$ cat config.mk
export PLATFORM = sky130hd
export DESIGN_NAME = rr_grant_sched8
export DESIGN_NICKNAME = d
export VERILOG_FILES = /design/src/rtl/rr_grant_sched8.sv
export SDC_FILE = /design/constraint.sdc
export NUM_CORES = 1
export LEC_CHECK = 0
export CAP_MARGIN = 15
export CORE_ASPECT_RATIO = 0.6
export CORE_MARGIN = 10
export CORE_UTILIZATION = 35
export CTS_BUF_LIST = sky130_fd_sc_hd__clkbuf_4 sky130_fd_sc_hd__clkbuf_8 sky130_fd_sc_hd__clkbuf_16
export DETAILED_ROUTE_END_ITERATION = 10
export GPL_ROUTABILITY_DRIVEN = 0
export PLACE_DENSITY = 0.55
export SYNTH_ARGS = -nofsm -noshare
export SYNTH_HDL_FRONTEND = slang
export SYNTH_SLANG_ARGS = --single-unit
$ cat constraint.sdc
create_clock -name clk -period 2.37 [get_ports clk]
set_input_delay 0.237 -clock clk [delete_from_list [all_inputs] [get_ports clk]]
set_output_delay 0.237 -clock clk [all_outputs]
set_load 0.02 [all_outputs]
$ cat src/rtl/rr_grant_sched8.sv
// rtl/rr_grant_sched8.sv - eight-requester round-robin grant scheduler with hold limit
//
// Shares one decoded resource between eight level-sensitive requesters.
// A grant is held while its requester keeps asking, up to MAX_HOLD cycles
// (0 = unlimited). A one-cycle RELEASE gap always follows a grant. After that
// gap, priority moves to the index after the one just served.
//
// Ports:
//   clk        system clock, rising edge
//   rst        synchronous active-high reset
//   en         allows new grants from IDLE (does not pre-empt a held grant)
//   req[7:0]   request vector, bit k = requester k
//   sel[2:0]   index of the current or last granted requester (registered)
//   gnt[7:0]   one-hot grant, 1<<sel while gnt_valid, else 0
//   gnt_valid  grant active
//   timeout    one-cycle pulse on the first RELEASE cycle after a hold-limit revoke
module rr_grant_sched8 #(
    parameter int MAX_HOLD = 16,
    parameter int HOLD_W   = 8
) (
    input  logic       clk,
    input  logic       rst,
    input  logic       en,
    input  logic [7:0] req,
    output logic [2:0] sel,
    output logic [7:0] gnt,
    output logic       gnt_valid,
    output logic       timeout
);

    typedef enum logic [1:0] {
        IDLE    = 2'd0,
        GRANT   = 2'd1,
        RELEASE = 2'd2
    } state_t;

    localparam logic [HOLD_W-1:0] CNT_MAX   = '1;
    // Last allowed hold cycle. Unused when MAX_HOLD is 0 because the compare is gated.
    localparam logic [HOLD_W-1:0] HOLD_LAST = HOLD_W'((MAX_HOLD == 0) ? 0 : (MAX_HOLD - 1));

    state_t            state;
    state_t            state_next;
    logic [2:0]        ptr;
    logic [2:0]        ptr_next;
    logic [2:0]        sel_next;
    logic [HOLD_W-1:0] cnt;
    logic [HOLD_W-1:0] cnt_next;
    logic              timeout_next;

    logic [15:0]       req_dbl;
    logic [7:0]        req_rot;
    logic              found;
    logic [2:0]        pick;

    // Rotate req so that bit 0 of req_rot is requester ptr. The lowest set
    // bit of req_rot is then the winner. The loop runs downward, so the
    // smallest offset is the last assignment and takes effect.
    always_comb begin
        req_dbl = {req, req};
        req_rot = req_dbl[ptr +: 8];
        found   = 1'b0;
        pick    = ptr;
        for (int k = 7; k >= 0; k--) begin
            if (req_rot[k]) begin
                found = 1'b1;
                pick  = ptr + 3'(k);
            end
        end
    end

    always_ff @(posedge clk) begin
        if (rst) begin
            state   <= IDLE;
            ptr     <= 3'd0;
            sel     <= 3'd0;
            cnt     <= '0;
            timeout <= 1'b0;
        end else begin
            state   <= state_next;
            ptr     <= ptr_next;
            sel     <= sel_next;
            cnt     <= cnt_next;
            timeout <= timeout_next;
        end
    end

    always_comb begin
        state_next   = state;
        ptr_next     = ptr;
        sel_next     = sel;
        cnt_next     = cnt;
        timeout_next = 1'b0;
        case (state)
            IDLE: begin
                if (en && found) begin
                    state_next = GRANT;
                    sel_next   = pick;
                    cnt_next   = '0;
                end
            end
            GRANT: begin
                if (!req[sel]) begin
                    state_next = RELEASE;
                end else if ((MAX_HOLD != 0) && (cnt == HOLD_LAST)) begin
                    // The pulse is registered, so it lines up with the first RELEASE cycle.
                    state_next   = RELEASE;
                    timeout_next = 1'b1;
                end else if (cnt != CNT_MAX) begin
                    cnt_next = cnt + 1'b1;
                end
            end
            RELEASE: begin
                ptr_next   = sel + 3'd1;
                state_next = IDLE;
            end
            default: begin
                state_next = IDLE;
            end
        endcase
    end

    always_comb begin
        gnt_valid = (state == GRANT);
        gnt       = gnt_valid ? (8'b1 << sel) : 8'h00;
    end

endmodule

==> impl_metrics.py <==
metrics = {
    "die": {
        "die_w_um": 116.4,
        "die_h_um": 77.83,
        "dieArea_um2": 9057,
        "num_rows": 20,
        "initial_utilization_pct": 37.30,
        "pin_count": 24,
        "core_um2": 5230,
    },
    "outcome": {
        "status": "finished clean",
    },
    "clock_network": {
        "htreeDepth": 1,
        "cts_root_buf": "clkbuf_8",
        "cts_buffers": 3,
        "insertion_delay_ns": 0.26,
        "cts_tree": "built",
        "clk_pin_slew_ns": 0.07,
        "cts_buffer_depth": 2,
        "cts.sinks": 17,
        "cts_hold_buf": 0,
    },
    "timing": {
        "fmax_mhz": 422.3,
        "fin_crit_ns": 2.368,
        "tightest_slew_ns": 0.5423,
        "fin_ws_ns": 0.001992,
        "max_slew_margin_pct": 63.39,
        "fin_skew_ns": 0.004460,
        "setup_viol": 0,
        "final_hold_viol_count": 0,
        "rsz0062_at_grt": "true",
        "period_share_pct": 99.92,
        "slew_violations": 0,
        "tns_ns": 0,
    },
    "global_route": {
        "grt_pass1_wl_um": 10290,
        "grt_max_degree": 19,
        "grt_antenna_before_repair": 0,
        "track_usage_pct": 14.15,
        "grt_pass1_vias": 1888,
        "overflow": 0,
    },
    "detailed_routing": {
        "routed_wl_um": 6610,
        "drtIter0Drc": 131,
        "vias_per_cell": 5.816,
        "ant_nets": 0,
        "drc": 0,
        "wl_per_cell_um": 18.41,
        "firstDrtPassIters": 4,
        "vias": 2088,
    },
    "job": {
        "max_cap_violations": 0,
    },
    "worst_setup_path": {
        "worst_ep_arrival_time_ns": 2.54,
        "reg2reg_slack_ns": 0.002,
        "cp_max_fo": 5,
        "cp-end-kind": "flop",
        "critPathRequiredTime_ns": 2.54,
        "worst-r2r-cell-count": 8,
        "startpoint_type": "flop",
        "worst_r2r_startpoint": "ptr[1]",
        "r2r-end": "cnt[7]",
        "critPathKind": "reg -> reg",
    },
    "logic_synthesis": {
        "synth-seq-cells": 17,
        "yosys-top-cells-area": "dfxtp_1, mux4_2, mux2i_1",
        "synth_area_um2": 1951,
        "synth_nets": 238,
        "yosysTopAreaCellShare_pct": 17.45,
        "avgSynthCellArea_um2": 8.948,
        "ys_async_sr_fraction_pct": 0,
        "synth_edf_count": 0,
        "synth_warnings": 0,
        "synth-main-ff-cell": "dfxtp_1",
        "synth_cell_type_count": 57,
        "ys_seq_area_share_pct": 17.45,
        "yosysTopAreaCell": "dfxtp_1",
        "synthCells": 218,
    },
    "finish": {
        "multi_input_area_um2": 1578,
        "regArea_um2": 347.8,
        "n_fill_cell": 493,
        "nets": 314,
        "drive_gt1_share_pct": 37.54,
        "diodes": 0,
        "fin_util_pct": 53.73,
        "design_area_um2": 2810,
        "area_delta_synth_final_pct": 44.07,
    },
    "power": {
        "p_sw_uw": 402.3,
        "seqPwrFrac_pct": 29.1,
        "swShare_pct": 37.25,
        "powerDensity_nw_per_um2": 384.3,
        "p_leak_nw": 1.133,
        "totalPowerFinal_mw": 1.080,
        "p_int_uw": 677.7,
        "comb_power_share_pct": 49.8,
        "ir_drop_v": 0.0001715,
        "clkPwrFrac_pct": 21.2,
    },
    "place": {
        "dpl.hpwl_um": 5151,
        "post-place-ws_ns": -0.3695,
        "place_area_um2": 2614,
        "portBuffers": 23,
    },
    "min_path": {
        "hold_depth": 2,
        "hp-class": "reg -> reg",
        "hp-start": "cnt[1]",
        "worstHoldEndpoint": "cnt[1]",
    },
}
## power groups by stage
| stage | Clock, mW | Sequential [mW] | Combinational, mW |
|---|---|---|---|
| final | 0.229 | 0.314 | 0.537 |
| after global routing | 0.243 | 0.316 | 0.579 |
| after CTS | 0.235 | 0.315 | 0.501 |
| after detailed placement | 0 | 0.321 | 0.489 |
| after global placement | 0 | 0.322 | 0.489 |
| after floorplan | 0 | 0.321 | 0.275 |
## sequential cells by signal (all words and copies together) (netlist names)
signal   cells
cnt          8
ptr          3
sel          3
state        2
timeout      1
## cells in the mapped netlist, types with 6 or more instances
cell type,count
inv_1,8
nor3_1,6
o21ai_0,7
nand3_1,9
mux4_2,10
and3_1,10
nor2_1,11
nand2b_1,7
ha_1,9
dfxtp_1,17
mux2i_1,15
a21oi_1,11
nand2_1,11
o211ai_1,6
## timing repair
action / 4_1_cts / 5_1_grt
setup buffers: 0 / 5
gates resized for setup: 7 / 24
cloned: 0 / 0
setup endpoints to repair: 8 / 20
pin swaps: 0 / 6
## area by class of cell
| cell class | instances | share of cell area, % |
|---|---|---|
| multi-input combinational | 178 | 56.14 |
| timing repair buffer | 84 | 25.29 |
| sequential | 17 | 12.38 |
| tap | 66 | 2.939 |
| inverter | 10 | 1.603 |
| clock buffer | 3 | 1.469 |
| clock inverter | 1 | 0.1781 |
## logic make-up after synthesis
family                     after synthesis  synth area share [%]
DFF                                     17                 17.45
AOI/OAI and AO/OA                       55                 19.69
buffers and inverters                   23                 5.516
adders and majority gates                9                 5.773
muxes                                   36                 27.84
and+or+nand+nor                         77                 23.28
xor gates and xnor gates                 1                0.4491
## worst max path at each step
stage | slack [ns] | end | startpoint
after floorplan | 0.05 | cnt[6] | ptr[1]
after global placement | -0.33 | cnt[6] | req[7]
after detailed placement | -0.37 | cnt[6] | req[5]
after CTS | 0.008 | sel[0] | req[5]
after global routing | -0.08 | cnt[7] | ptr[1]
final | 0.002 | cnt[7] | ptr[1]
## metal layers
layer | vias up | share of wire (%) | global-route usage, %
met3 | 2 | 11 | 5.530
li1 | 1009 | - | -
met4 | 0 | 0.061 | 1.119
met2 | 69 | 38 | 15.98
met1 | 1008 | 51 | 23.44
met5 | - | 0 | 0
## through the flow
stage	cells	hold WS (ns)
CTS	354	0.5155
floorplan	218	0.3091
detailed placement	350	0.5051
global route	359	0.5457
finish	359	0.5098
global placement	350	0.4915
## layout by cell type (no fill, tap or decap), drive strengths merged, types with 2 or more instances in the layout
master,instances
mux2,7
o21ai,8
and4,2
mux2i,18
ha,9
nand4,2
o32ai,2
a211o,2
clkbuf,3
o211ai,6
dfxtp,17
nor2,11
clkdlybuf4s50,17
nand3,10
nor2b,2
nor4,3
nor3,6
o31ai,2
nand2b,7
nor3b,2
and2,3
inv,8
nand3b,2
or4,2
o311ai,2
mux4,11
dlymetal6s2s,6
a311oi,5
clkinvlp,2
a211oi,5
and3,10
a31oi,5
buf,61
a21oi,12
nand2,13
## worst max-delay path, stage by stage (launching register included)
cell      delay [ns]
dfxtp_4         0.38
buf_6           0.12
mux4_2          0.55
mux2i_4         0.22
nand2_4         0.09
nor4_4          0.35
buf_4           0.18
o21ai_4         0.09
a311oi_2        0.29
No activity file was read; power rests on OpenSTA's default activity.
